`src/rtl/packet_rx_mb_if.sv`:
```
// Receive-side bus bundle: byte stream in, buffer write port and
// buffer-status handshake out. The slave view belongs to the receiver.
interface packet_rx_mb_if #(
  parameter int PAYLOAD_AW = 6,
  parameter int BUF_AW     = 1
);
  logic [7:0]                   data;
  logic [1:0]                   ctl;
  logic [47:0]                  mac_addr;
  logic                         eth_rx_read;
  logic [BUF_AW+PAYLOAD_AW-1:0] eth_rx_addr;
  logic [7:0]                   eth_rx_wdata;
  logic                         eth_rx_we;
  logic                         eth_rx_ready;
  logic [BUF_AW-1:0]            eth_rx_rbuf;
  logic [15:0]                  drop_count;

  modport slave (
    input  data, ctl, mac_addr, eth_rx_read,
    output eth_rx_addr, eth_rx_wdata, eth_rx_we, eth_rx_ready, eth_rx_rbuf, drop_count
  );

  modport master (
    output data, ctl, mac_addr, eth_rx_read,
    input  eth_rx_addr, eth_rx_wdata, eth_rx_we, eth_rx_ready, eth_rx_rbuf, drop_count
  );
endinterface

```
`src/rtl/packet_rx_mb.sv`:
```
// Frame receiver: filters on destination address, writes a fixed-size payload
// window into one of NBUF ring buffers and hands full buffers to a reader.
module packet_rx_mb #(
  parameter int PAYLOAD_AW     = 6,
  parameter int PAYLOAD_OFFSET = 14,
  parameter int BUF_AW         = 1,
  parameter int ACCEPT_BCAST   = 1
) (
  input  logic           clk,
  input  logic           rst_n,
  packet_rx_mb_if.slave  bus
);
  localparam int NBUF = 1 << BUF_AW;

  typedef enum logic [2:0] {
    WAIT_IDLE, IDLE, PREAMBLE, HEADER, PAYLOAD, TAIL, DISCARD
  } state_t;

  state_t                       r_state, w_state_next;
  logic [7:0]                   r_cnt, w_cnt_next;
  logic                         r_ucast_mis, w_ucast_mis_next;
  logic                         r_bcast_mis, w_bcast_mis_next;
  logic [PAYLOAD_AW-1:0]        r_widx, w_widx_next;
  logic [BUF_AW-1:0]            r_wptr, r_rptr;
  logic [BUF_AW:0]              r_full;
  logic                         r_we;
  logic [BUF_AW+PAYLOAD_AW-1:0] r_addr;
  logic [7:0]                   r_wdata;
  logic [15:0]                  r_drop;

  logic       w_valid, w_idle, w_err;
  logic       w_write, w_commit, w_drop, w_rd;
  logic       w_in_dst, w_last_hdr, w_buf_free, w_match;
  logic [7:0] w_mac_byte;
  logic [7:0] w_mac_bytes [0:7];

  assign w_valid = (bus.ctl == 2'b11);
  assign w_idle  = (bus.ctl == 2'b00);
  assign w_err   = bus.ctl[1] ^ bus.ctl[0];

  // destination byte 0 is the most significant byte of the station address
  for (genvar gi = 0; gi < 8; gi++) begin : g_mac
    if (gi < 6) begin : g_byte
      assign w_mac_bytes[gi] = bus.mac_addr[47-8*gi -: 8];
    end else begin : g_pad
      assign w_mac_bytes[gi] = 8'h00;
    end
  end

  assign w_in_dst   = (r_cnt < 8'd6);
  assign w_mac_byte = w_mac_bytes[r_cnt[2:0]];
  assign w_last_hdr = (r_cnt == 8'(PAYLOAD_OFFSET - 1));
  assign w_buf_free = (r_full < (BUF_AW+1)'(NBUF));
  assign w_rd       = bus.eth_rx_read && (r_full != '0);

  // the match decision includes the byte being accepted right now, so the
  // shortest legal offset (6) still sees the last destination byte
  assign w_ucast_mis_next = r_ucast_mis | (w_in_dst && (bus.data != w_mac_byte));
  assign w_bcast_mis_next = r_bcast_mis | (w_in_dst && (bus.data != 8'hff));
  assign w_match = !w_ucast_mis_next || ((ACCEPT_BCAST != 0) && !w_bcast_mis_next);

  // next-state, counters and per-cycle strobes
  always_comb begin
    w_state_next = r_state;
    w_cnt_next   = r_cnt;
    w_widx_next  = r_widx;
    w_write      = 1'b0;
    w_commit     = 1'b0;
    w_drop       = 1'b0;
    case (r_state)
      WAIT_IDLE: if (w_idle) w_state_next = IDLE;
      IDLE: begin
        if (w_valid) w_state_next = (bus.data == 8'h55) ? PREAMBLE : DISCARD;
      end
      PREAMBLE: begin
        if (w_err)       w_state_next = DISCARD;
        else if (w_idle) w_state_next = IDLE;
        else if (bus.data == 8'hd5) begin
          w_state_next = HEADER;
          w_cnt_next   = 8'd0;
        end else if (bus.data != 8'h55) w_state_next = DISCARD;
      end
      HEADER: begin
        if (w_err)       w_state_next = DISCARD;
        else if (w_idle) w_state_next = IDLE;
        else begin
          w_cnt_next = r_cnt + 8'd1;
          if (w_last_hdr) begin
            if (!w_match) w_state_next = DISCARD;
            else if (!w_buf_free) begin
              w_state_next = DISCARD;
              w_drop       = 1'b1;
            end else begin
              w_state_next = PAYLOAD;
              w_widx_next  = '0;
            end
          end
        end
      end
      PAYLOAD: begin
        if (w_err)       w_state_next = DISCARD;
        else if (w_idle) w_state_next = IDLE;
        else begin
          w_write     = 1'b1;
          w_widx_next = r_widx + 1'b1;
          if (&r_widx) w_state_next = TAIL;
        end
      end
      TAIL: begin
        if (w_err) w_state_next = DISCARD;
        else if (w_idle) begin
          w_commit     = 1'b1;
          w_state_next = IDLE;
        end
      end
      DISCARD: if (w_idle) w_state_next = IDLE;
      default: w_state_next = WAIT_IDLE;
    endcase
  end

  // FSM state and header tracking registers
  always_ff @(posedge clk or negedge rst_n) begin
    if (!rst_n) begin
      r_state     <= WAIT_IDLE;
      r_cnt       <= '0;
      r_ucast_mis <= 1'b0;
      r_bcast_mis <= 1'b0;
      r_widx      <= '0;
    end else begin
      r_state <= w_state_next;
      r_cnt   <= w_cnt_next;
      r_widx  <= w_widx_next;
      if (r_state == PREAMBLE) begin
        r_ucast_mis <= 1'b0;
        r_bcast_mis <= 1'b0;
      end else if (r_state == HEADER && w_valid) begin
        r_ucast_mis <= w_ucast_mis_next;
        r_bcast_mis <= w_bcast_mis_next;
      end
    end
  end

  // registered write port: one stage between sampled byte and strobe
  always_ff @(posedge clk or negedge rst_n) begin
    if (!rst_n) begin
      r_we    <= 1'b0;
      r_addr  <= '0;
      r_wdata <= '0;
    end else begin
      r_we <= w_write;
      if (w_write) begin
        r_addr  <= {r_wptr, r_widx};
        r_wdata <= bus.data;
      end
    end
  end

  // buffer ring bookkeeping and saturating drop counter
  always_ff @(posedge clk or negedge rst_n) begin
    if (!rst_n) begin
      r_wptr <= '0;
      r_rptr <= '0;
      r_full <= '0;
      r_drop <= '0;
    end else begin
      if (w_commit) r_wptr <= r_wptr + 1'b1;
      if (w_rd)     r_rptr <= r_rptr + 1'b1;
      case ({w_commit, w_rd})
        2'b10:   r_full <= r_full + 1'b1;
        2'b01:   r_full <= r_full - 1'b1;
        default: r_full <= r_full;
      endcase
      if (w_drop && (r_drop != 16'hffff)) r_drop <= r_drop + 16'd1;
    end
  end

  assign bus.eth_rx_we    = r_we;
  assign bus.eth_rx_addr  = r_addr;
  assign bus.eth_rx_wdata = r_wdata;
  assign bus.eth_rx_ready = (r_full != '0);
  assign bus.eth_rx_rbuf  = r_rptr;
  assign bus.drop_count   = r_drop;
endmodule
```
`src/flat_wrapper.sv`:
```
// flat-port wrapper written by rule: the top's interface ports become plain ports
module packet_rx_mb_flat 
#(
  parameter int PAYLOAD_AW     = 6,
  parameter int PAYLOAD_OFFSET = 14,
  parameter int BUF_AW         = 1,
  parameter int ACCEPT_BCAST   = 1
)
  (clk, rst_n, bus_data, bus_ctl, bus_mac_addr, bus_eth_rx_read, bus_eth_rx_addr, bus_eth_rx_wdata, bus_eth_rx_we, bus_eth_rx_ready, bus_eth_rx_rbuf, bus_drop_count);
  packet_rx_mb_if #(.PAYLOAD_AW(PAYLOAD_AW), .BUF_AW(BUF_AW)) bus_i ();
  input  logic clk;
  input  logic rst_n;
  input wire logic [$bits(bus_i.data)-1:0] bus_data;
  input wire logic [$bits(bus_i.ctl)-1:0] bus_ctl;
  input wire logic [$bits(bus_i.mac_addr)-1:0] bus_mac_addr;
  input wire logic [$bits(bus_i.eth_rx_read)-1:0] bus_eth_rx_read;
  output wire logic [$bits(bus_i.eth_rx_addr)-1:0] bus_eth_rx_addr;
  output wire logic [$bits(bus_i.eth_rx_wdata)-1:0] bus_eth_rx_wdata;
  output wire logic [$bits(bus_i.eth_rx_we)-1:0] bus_eth_rx_we;
  output wire logic [$bits(bus_i.eth_rx_ready)-1:0] bus_eth_rx_ready;
  output wire logic [$bits(bus_i.eth_rx_rbuf)-1:0] bus_eth_rx_rbuf;
  output wire logic [$bits(bus_i.drop_count)-1:0] bus_drop_count;
  assign bus_i.data = bus_data;
  assign bus_i.ctl = bus_ctl;
  assign bus_i.mac_addr = bus_mac_addr;
  assign bus_i.eth_rx_read = bus_eth_rx_read;
  assign bus_eth_rx_addr = bus_i.eth_rx_addr;
  assign bus_eth_rx_wdata = bus_i.eth_rx_wdata;
  assign bus_eth_rx_we = bus_i.eth_rx_we;
  assign bus_eth_rx_ready = bus_i.eth_rx_ready;
  assign bus_eth_rx_rbuf = bus_i.eth_rx_rbuf;
  assign bus_drop_count = bus_i.drop_count;
  packet_rx_mb #(.PAYLOAD_AW(PAYLOAD_AW), .PAYLOAD_OFFSET(PAYLOAD_OFFSET), .BUF_AW(BUF_AW), .ACCEPT_BCAST(ACCEPT_BCAST)) u_core (.clk(clk), .rst_n(rst_n), .bus(bus_i));
endmodule
```
`config.mk`:
```
export PLATFORM = sky130hd
export DESIGN_NAME = packet_rx_mb_flat
export DESIGN_NICKNAME = d
export VERILOG_FILES = /design/src/rtl/packet_rx_mb_if.sv /design/src/rtl/packet_rx_mb.sv /design/src/flat_wrapper.sv
export SDC_FILE = /design/constraint.sdc
export NUM_CORES = 1
export LEC_CHECK = 0
export BUFFER_PORTS_ARGS = -buffer_cell sky130_fd_sc_hd__buf_2
export CORE_MARGIN = 1
export CORE_UTILIZATION = 40
export DETAILED_ROUTE_END_ITERATION = 7
export GPL_TIMING_DRIVEN = 0
export PLACE_DENSITY_LB_ADDON = 0.15
export SLEW_MARGIN = 20
export SYNTH_ARGS = -nofsm -noshare
export SYNTH_HDL_FRONTEND = slang
export SYNTH_SLANG_ARGS = --single-unit
```
`constraint.sdc`:
```
create_clock -name clk -period 3.49 [get_ports clk]
set_clock_uncertainty 0.05 [all_clocks]
set_input_delay 0 -clock clk [delete_from_list [all_inputs] [get_ports clk]]
set_output_delay 0 -clock clk [all_outputs]
set_load 0.005 [all_outputs]
```
==> reports/summary.txt, run 1 <==
WP data arrival = 3.03 ns
Dpl hpwl = 5945 um
Ports = 95
Pwr dens = 555.1 mW/mm^2
Ant diodes = 0
Worst r2r path cells = 11
Fin Setup TNS = 0 ns
CP Max Fanout = 10
VDD IR max = 303.3 uV
Placed insts = 558
# resized after CTS = 0
Crit. path cell count = 11
Vias per Instance = 5.250
Share of cells above drive strength 1 = 28.69%
Post-route minimum period = 2.838 ns
Total CTS buffers = 5
Required @ worst endpoint = 3.68 ns
Rel. slew slack = 52.10%
CTS Root Cell = clkbuf_8
Core footprint = 0.008299 sq mm
Synthesized area per cell = 9.616 sq um
Reg-to-reg endpoint = u_core.bus.drop_count[11]
Fin cells = 572
CTS Sinks = 55
Most frequent cells in the layout = buf_2 (94), dfrtp_1 (55), nor2_1 (33)
Nets = 535
Top FF cell, synth = dfrtp_1
Die W = 95.29 um
Leakage = 2.012 nW
Critical path cell sequence = clkbuf_1 -> buf_1 -> inv_1 -> ha_1 -> and4_1 -> and3_1 -> nand2_1 -> or4b_1 -> buf_6 -> nor3_4 -> xor2_1
Drt drc = 0
WP buf/inv = 4
Clk Latency, worst-skew pair = 0.31 ns
Hold Crit Class = input pin to flip-flop
Max-cap violations = 0
CTS tree = built
Yosys reg bits = 55
Syn-to-layout area delta = 21.32%
Post-CTS Setup Bufs = 0
Max Root-Sink Buffers = 2
Fmax = 0.3523 GHz
Max H-tree Level = 2
Port-buffer cells = 91
Starting Density = 41.94%
First-pass iteration count of the detailed router = 4
Initial DRC count = 131
Final Routed Wirelength = 7854 um
Cell Area, Synth = 0.003481 sq mm
Remaining antenna violation count = 0
Vias in the first global route = 2803
Crit path max-delay family = simple AND/OR/NAND/NOR gates
Sequential share of the synthesized area = 39.54%
Final period util = 81.33%
# setup viols final = 0
WL per Instance = 13.73 um
Max incr delay on CP = 0.53 ns
GRT overflow = 0
Commonest non-fill, non-tap cell in the layout = buf_2
Status = complete, no violations
Cells after synthesis = 362
CTS clock-pin slew for the worst setup and hold paths = 0.10 ns
First-pass GRT wire length = 12940 um
Max stage delay cell, worst path = or4b_1
Pins over their slew limit = 0
Synthesized Nets = 431
Synth cell types = 55
Crit path to = u_core.bus.drop_count[11]
Final Hold Fails = 0
EDFF count, synth = 0
Crit path kind = flip-flop to flip-flop
Crit. Startpoint = u_core.r_cnt[1]
Total track usage = 18.09%
Launching point of the worst reg2reg path = u_core.r_cnt[1]
Worst slew pin tran = 0.7119 ns
Via count = 3003
Pin count of the biggest net entering global routing = 56
Routability congestion estimate = 0.8393
Initial antenna violation count = 0
Die Ht = 95.29 um
Yosys warns = 0
Post-synth ARST share = 100.0%
Worst R2R Setup Slack = 0.65 ns
RSZ-0062 raised after global routing = false
Die area = 0.009079 sq mm
Num rows = 33
Startpoint types = flip-flop
CP endpoint kind = flip-flop
-- registers in the layout (all words and copies together) (netlist names) --
name	flops
u_core.r_full	2
u_core.bus.eth_rx_addr	7
u_core.bus.eth_rx_we	1
u_core.r_state	3
u_core.r_cnt	8
u_core.bus.drop_count	16
u_core.r_widx	6
u_core.r_wptr	1
u_core.r_ucast_mis	1
u_core.r_bcast_mis	1
u_core.bus.eth_rx_wdata	8
u_core.bus.eth_rx_rbuf	1
-- through the flow --
step	power (W)	hold slack (ns)	instance area, sq um	utilization, %	setup slack, ns
after global placement	0.001978	0.2777	4068	49.01	0.6455
after CTS	0.002371	0.009461	4223	50.88	0.6088
after global routing	0.002534	0.01277	4223	50.88	0.3318
after detailed placement	0.002000	0.05267	4070	49.04	0.6414
final	0.002344	0.01523	4223	50.88	0.6515
after floorplan	0.001690	-0.3456	3481	-	1.041
-- what timing repair did --
item / 4_1_cts / 5_1_grt
setup endpoints to repair: 0 / 0
hold buffers: 6 / 0
endpoints found under the hold margin: 60 / 0
-- cells by family after synthesis --
family / Yosys count / share of synthesized area (%)
AND/OR/NAND/NOR: 130 / 19.88
AO/OA/AOI/OAI: 57 / 10.93
flip-flops: 55 / 39.54
XOR/XNOR: 42 / 10.57
multiplexers: 41 / 12.40
buffers and inverters: 29 / 3.810
adder cells (fa/ha/maj): 8 / 2.876
-- worst min-delay path by stage --
| stage | start | end | slack (ns) | cells after the start |
|---|---|---|---|---|
| floorplan | rst_n | u_core.bus.drop_count[0] | -0.35 | 0 |
| global route | bus_data[0] | u_core.bus.eth_rx_wdata[0] | 0.01 | 2 |
| global placement | rst_n | u_core.bus.drop_count[10] | 0.28 | 1 |
| CTS | bus_data[0] | u_core.bus.eth_rx_wdata[0] | 0.009 | 2 |
| detailed placement | rst_n | u_core.bus.drop_count[10] | 0.05 | 1 |
| finish | bus_data[0] | u_core.bus.eth_rx_wdata[0] | 0.02 | 2 |
-- synthesized netlist by cell type (4+ instances only) --
cell type,n,area share (%)
nor4_1,4,0.72
o22ai_1,5,0.90
dfrtp_1,55,40
nand3b_1,6,1.3
o21ai_0,17,2.4
a221oi_1,6,1.5
ha_1,8,2.9
nand3_1,9,1.3
and3_1,7,1.3
o31ai_1,6,1.3
inv_1,9,0.97
clkbuf_1,11,1.2
buf_2,4,0.58
nor2_1,33,3.6
a21oi_1,5,0.72
nand4_1,10,1.8
xor2_1,16,4.0
mux2i_1,24,6.9
mux2_2,17,5.5
nor3_1,6,0.86
nand2_1,29,3.1
xnor2_1,26,6.5
-- area by class of cell --
class / count / area (sq um)
Fill cell: 824 / 4076
Multi-Input combinational cell: 278 / 1972
Sequential cell: 55 / 1376
Timing Repair Buffer: 97 / 518.0
Tap cell: 105 / 131.4
Buffer: 20 / 98.84
Clock buffer: 5 / 68.82
Inverter: 9 / 33.78
Clock inverter: 3 / 23.77
-- where the power goes --
part / internal [W] / switching [W] / leakage, nW
Sequential: 0.000787 / 0.000101 / 0.722
Combinational: 0.000521 / 0.000575 / 1.25
Clock: 0.000144 / 0.000216 / 0.0408
Total: 0.00145 / 0.000892 / 2.01
-- metal layers --
metal / vias to the layer above / track usage (%) / routed length (um) / part of all wire, %
li1: 1503 / - / - / -
met2: 70 / 30.95 / 3820 / 49
met4: 0 / 4.040 / 57 / 0.73
met1: 1425 / 24.28 / 3619 / 46
met5: - / 0 / 0 / 0
met3: 5 / 2.313 / 357 / 4.5
(Power assumes the default switching activity.)
==> inputs of run 2 (changes only) <==
--- a/config.mk
+++ b/config.mk
@@ -5,6 +5,7 @@
 export SDC_FILE = /design/constraint.sdc
 export NUM_CORES = 1
 export LEC_CHECK = 0
+export ABC_AREA = 1
 export BUFFER_PORTS_ARGS = -buffer_cell sky130_fd_sc_hd__buf_2
 export CORE_MARGIN = 1
 export CORE_UTILIZATION = 40
==> constraint.sdc (replaced) <==
create_clock -name clk -period 2.8 [get_ports clk]
set_clock_uncertainty 0.05 [all_clocks]
set_input_delay 0 -clock clk [delete_from_list [all_inputs] [get_ports clk]]
set_output_delay 0 -clock clk [all_outputs]
set_load 0.005 [all_outputs]
==> reports/summary.txt, run 2 <==
Synthesized Nets = 566
Port-buffer cells = 94
Placed insts = 696
Critical path cell sequence = inv_2 -> buf_6 -> nand2_1 -> nand3_1 -> nand2_1 -> nand2_1 -> nand2_1 -> nand2_1 -> nand2_1 -> inv_1 -> nand2_1 -> nor2_1 -> nand2_1 -> nand2_1 -> nand2_1 -> nand2_2 -> nand3_2 -> buf_6 -> nor2_4 -> nand3_1 -> nand2_1 -> nand2_1
Switching share of power = 41.61%
Pins over their slew limit = 0
Share of cells above drive strength 1 = 21.02%
Total CTS buffers = 5
Num rows = 33
Total track usage = 19.71%
WP data arrival = 2.61 ns
Nets = 677
Dpl hpwl = 6653 um
Cell Area, Synth = 0.003527 sq mm
Final period util = 88.23%
Synthesized area per cell = 7.097 sq um
CTS Sinks = 55
Hold Crit Class = input pin to flip-flop
Cells after synthesis = 497
Fin Setup TNS = 0 ns
Smallest hold slack = 0.1313 ns
Post-CTS Setup Bufs = 0
CP Max Fanout = 10
Top FF cell, synth = dfrtp_1
Final Hold Fails = 0
Largest cells by area after synthesis = dfrtp_1 (39%), nand2_1 (17%), inv_1 (8.4%), nand3_1 (4.7%), xor2_1 (4.5%)
Remaining antenna violation count = 0
VDD IR max = 365.0 uV
Pin count of the biggest net entering global routing = 56
Initial antenna violation count = 0
Final Routed Wirelength = 8452 um
Most frequent cells after synthesis = nand2_1 (156), inv_1 (79), dfrtp_1 (55)
Core footprint = 0.008382 sq mm
Post-synth ARST share = 100.0%
Ant diodes = 0
Clock power frac = 16.8%
Place WS = 0.2527 ns
Crit path kind = flip-flop to flip-flop
Top sig layer = met4
Yosys warns = 0
Max stage delay cell, worst path = dfrtp_2
GRT overflow = 0
Max incr delay on CP = 0.49 ns
Routability congestion estimate = 0.8574
Most frequent cells in the layout = nand2_1 (156), buf_2 (95), inv_1 (78)
CTS tree = built
WL per Instance = 11.84 um
Max H-tree Level = 2
Status = complete, no violations
Fin cells = 714
Starting Density = 42.08%
Synth cell types = 39
CTS clock-pin slew for the worst setup and hold paths = 0.11 ns
Crit. Startpoint = u_core.r_cnt[0]
Sequential share of the synthesized area = 39.02%
Launching point of the worst reg2reg path = u_core.r_cnt[0]
Die Ht = 95.91 um
# setup viols final = 0
Required @ worst endpoint = 2.94 ns
EDFF count, synth = 0
Max-cap violations = 0
Met3 WL = 347 um
Comb pwr share = 46.9%
WL met2 = 4094 um
Part of the power in registers = 36.3%
Commonest non-fill, non-tap cell in the layout = nand2_1
Max Root-Sink Buffers = 2
Hold_sp = bus_ctl[1]
Internal = 0.001860 W
Met1 wire length = 3890 um
Max FFs per register = 16
Layout Utilization = 51.87%
Rel. slew slack = 52.74%
CTS Root Cell = clkbuf_8
CP endpoint kind = flip-flop
Vias in the first global route = 3247
Yosys top cell by area = dfrtp_1
Most frequent cell after synthesis = nand2_1
Vias per Instance = 4.845
RSZ-0062 raised after global routing = false
Die W = 95.91 um
Clk Latency, worst-skew pair = 0.31 ns
First-pass iteration count of the detailed router = 4
Yosys reg bits = 55
Top cell type's share of synthesized area = 39.02%
Fin worst setup slack = 0.3296 ns
Syn-to-layout area delta = 23.27%
First-pass GRT wire length = 14340 um
Pwr dens = 732.6 mW/mm^2
Leakage = 2.404 nW
Ports = 95
Drt drc = 0
Fmax = 0.4048 GHz
Initial DRC count = 174
Startpoint types = flip-flop
Most frequent cell on the critical path = nand2_1
Switching power = 0.001325 W
Via count = 3459
Post-route minimum period = 2.470 ns
Die area = 0.009198 sq mm
Worst slew pin tran = 0.7089 ns
==> run 2: cell types whose count changed after synthesis, sizes merged, moves of 8 or more <==
cell and change:
nor3 +8, o21ai +18, mux2 -16, inv +73, xnor2 -24, nand3 +25, nand2 +128, mux2i -24
==> run 2: area by class of cell <==
class	count	area, sq um
Timing Repair Buffer	104	573.1
Sequential cell	55	1378
Buffer	10	66.31
Multi-Input combinational cell	350	1777
Inverter	82	310.3
Tap cell	105	131.4
Clock buffer	5	68.82
Fill cell	886	4034
Clock inverter	3	43.79
==> run 2: through the flow <==
step           power [W]  cell area, sq um
2_1_floorplan   0.002206              3527
5_1_grt         0.003485              4348
6_report        0.003185              4348
4_1_cts         0.003197              4344
3_5_place_dp    0.002645              4131
3_3_place_gp    0.002614              4129
==> run 2: logic make-up after synthesis <==
family	after synthesis	synth area share, %
flip-flops	55	39.02
AND/OR/NAND/NOR	256	31.08
AO/OA/AOI/OAI	65	11.07
buffers and inverters	92	10.61
adder cells (fa/ha/maj)	8	2.838
multiplexers	1	0.4256
XOR/XNOR	20	4.966
==> run 2: layer usage <==
layer / track usage (%) / up-vias
met5: 0 / -
met4: 4.478 / 0
met3: 3.633 / 11
met2: 35.06 / 75
met1: 24.72 / 1588
li1: - / 1785
==> run 2: critical path: cells and delay by family, from the launching register on <==
kind	cells	cell delay [ns]
buffers and inverters	4	0.55
flip-flops	1	0.49
AND/OR/NAND/NOR	18	1.25
==> run 2: final timing paths <==
check | to | slack [ns] | cells after the start
min | u_core.bus.eth_rx_we | 0.13 | 4
max | u_core.bus.drop_count[13] | 0.33 | 22
max in group asynchronous | u_core.r_cnt[0] | 1.97 | 2
min reg2reg | u_core.bus.eth_rx_rbuf | 0.43 | 1
max reg2reg | u_core.bus.drop_count[13] | 0.33 | 22
min in group asynchronous | u_core.bus.eth_rx_addr[1] | 0.21 | 2
==> run 2: power groups by stage <==
stage	Combinational [W]	Clock, W	Sequential [W]
detailed placement	0.00147	0	0.00117
CTS	0.00150	0.000547	0.00116
global placement	0.00145	0	0.00116
finish	0.00149	0.000536	0.00116
global route	0.00172	0.000580	0.00118
floorplan	0.00106	0	0.00115
==> run 2: timing repair <==
item,in CTS,in global routing
hold buffers,10,0
endpoints found under the hold margin,64,0
gates resized for setup,0,3
endpoints found under the setup margin,0,11
==> inputs of run 3 (changes only) <==
--- a/config.mk
+++ b/config.mk
@@ -8,7 +8,7 @@
 export ABC_AREA = 1
 export BUFFER_PORTS_ARGS = -buffer_cell sky130_fd_sc_hd__buf_2
 export CORE_MARGIN = 1
-export CORE_UTILIZATION = 40
+export CORE_UTILIZATION = 53
 export DETAILED_ROUTE_END_ITERATION = 7
 export GPL_TIMING_DRIVEN = 0
 export PLACE_DENSITY_LB_ADDON = 0.15
==> reports/summary.txt, run 3 (synthesized netlist as in run 2, its figures left out) <==
Status = complete, no violations
Max Root-Sink Buffers = 2
Pins over their slew limit = 0
Switching power = 0.001311 W
Fmax = 0.3984 GHz
CTS Sinks = 55
Internal = 0.001862 W
Routability congestion estimate = 0.8773
Dpl hpwl = 6388 um
Total CTS buffers = 5
Final Hold Fails = 0
Pwr dens = 738.2 mW/mm^2
CTS clock-pin slew for the worst setup and hold paths = 0.09 ns
Starting Density = 55.23%
Initial antenna violation count = 0
VDD IR max = 522.8 uV
CTS Root Cell = clkbuf_8
Syn-to-layout area delta = 21.85%
Rel. slew slack = 53.31%
Most frequent cell on the critical path = nand2_1
First-pass GRT wire length = 14000 um
Most frequent cells in the layout = nand2_1 (156), buf_2 (95), inv_1 (77)
Final Routed Wirelength = 8158 um
Placed insts = 668
Crit path kind = flip-flop to flip-flop
Part of the power in registers = 36.2%
Clock power frac = 16.2%
Critical path cell sequence = buf_2 -> inv_2 -> o21ai_0 -> o21ai_1 -> nand2_1 -> nand2_1 -> nand2_1 -> nand2_1 -> nand2_1 -> nor2_1 -> nand2_1 -> nand2_1 -> nand2_1 -> nand2_2 -> nand3_2 -> buf_6 -> nor2_4 -> nand2_1 -> xor2_1
Fin worst setup slack = 0.2898 ns
Ports = 95
Vias in the first global route = 3211
Total track usage = 24.13%
Crit path max-delay family = simple AND/OR/NAND/NOR gates
Max-cap violations = 0
Max H-tree Level = 2
Port-buffer cells = 94
Die Ht = 83.58 um
# setup viols final = 0
Fin Setup TNS = 0 ns
Post-route minimum period = 2.510 ns
Commonest non-fill, non-tap cell in the layout = nand2_1
Die W = 83.58 um
Fin cells = 685
Remaining antenna violation count = 0
Hold Crit Class = input pin to flip-flop
WP buf/inv = 3
WL per Instance = 11.91 um
Final period util = 89.65%
GRT overflow = 0
Max FFs per register = 16
CTS tree = built
Place WS = 0.2781 ns
Max stage delay cell, worst path = dfrtp_1
Comb pwr share = 47.7%
Ant diodes = 0
Max incr delay on CP = 0.43 ns
CP endpoint kind = flip-flop
Share of cells above drive strength 1 = 21.05%
Core footprint = 0.006386 sq mm
Die area = 0.006985 sq mm
Initial DRC count = 201
Leakage = 2.395 nW
Power Total = 0.003173 W
Vias per Instance = 4.987
CP Max Fanout = 10
Clk Latency, worst-skew pair = 0.31 ns
Switching share of power = 41.31%
Worst slew pin tran = 0.7004 ns
Required @ worst endpoint = 2.95 ns
Via count = 3416
Pin count of the biggest net entering global routing = 56
Num rows = 29
First-pass iteration count of the detailed router = 5
Startpoint types = flip-flop
Drt drc = 0
Nets = 677
Placed Instance Area = 0.004096 sq mm
Finished layout cell area = 0.004298 sq mm
WP data arrival = 2.66 ns
==> run 3: cell types whose count changed in the layout (fill, tap and decap cells not counted), sizes merged <==
cell,before,now
dlygate4sd3,10,9
clkbuf,9,10
clkinv,2,0
buf,100,101
==> run 3: power by group through the flow <==
stage	Sequential (W)	Combinational (W)	Clock, W
finish	0.00115	0.00151	0.000513
global route	0.00118	0.00173	0.000554
CTS	0.00115	0.00149	0.000525
detailed placement	0.00117	0.00147	0
global placement	0.00116	0.00143	0
floorplan	0.00115	0.00106	0
==> run 3: cell type report <==
| class | count | area [sq um] |
|---|---|---|
| fill | 581 | 2088 |
| multi-input combinational | 350 | 1777 |
| sequential | 55 | 1378 |
| timing repair buffer | 104 | 570.5 |
| inverter | 82 | 307.8 |
| tap | 77 | 96.34 |
| clock buffer | 6 | 72.57 |
| buffer | 10 | 66.31 |
| clock inverter | 1 | 30.03 |
==> run 3: metal layers <==
layer | GRT usage (%) | up-vias | wire (um)
li1 | - | 1790 | -
met5 | 0 | - | 0
met2 | 41.24 | 105 | 3897
met1 | 32.01 | 1506 | 3756
met3 | 3.264 | 15 | 348
met4 | 6.934 | 0 | 155
==> run 3: repair_timing <==
action	4_1_cts	5_1_grt
setup buffers	0	1
resized for setup	0	3
endpoints found under the hold margin	63	0
hold buffers	9	0
setup endpoints to repair	0	8
==> run 3: worst paths after layout <==
kind	from	slack, ns	depth (start not counted)	end
hold / removal	bus_data[5]	0.008	3	u_core.bus.eth_rx_wdata[5]
max in group asynchronous	rst_n	1.96	2	u_core.r_cnt[0]
hold reg to reg	u_core.bus.eth_rx_rbuf	0.43	1	u_core.bus.eth_rx_rbuf
setup reg to reg	u_core.r_cnt[1]	0.29	19	u_core.bus.drop_count[15]
min in group asynchronous	rst_n	0.23	2	u_core.bus.eth_rx_addr[1]
setup / recovery	u_core.r_cnt[1]	0.29	19	u_core.bus.drop_count[15]
==> run 3: worst register-to-register path, stage by stage (launching register included) <==
cell and delay [ns]:
dfrtp_1 0.43, buf_2 0.21, inv_2 0.16, o21ai_0 0.11, o21ai_1 0.16, nand2_1 0.09
nand2_1 0.07, nand2_1 0.05, nand2_1 0.05, nand2_1 0.05, nor2_1 0.09, nand2_1 0.06
nand2_1 0.08, nand2_1 0.08, nand2_2 0.10, nand3_2 0.09, buf_6 0.17, nor2_4 0.10
nand2_1 0.07, xor2_1 0.14
==> run 3: metrics by stage <==
step                      util [%]  hold WS (ns)
after floorplan                  -       -0.3456
after global placement       64.11        0.2655
after detailed placement     64.15       0.04705
after CTS                    67.16     0.0006718
after global routing         67.30       0.02873
final                        67.30      0.008022
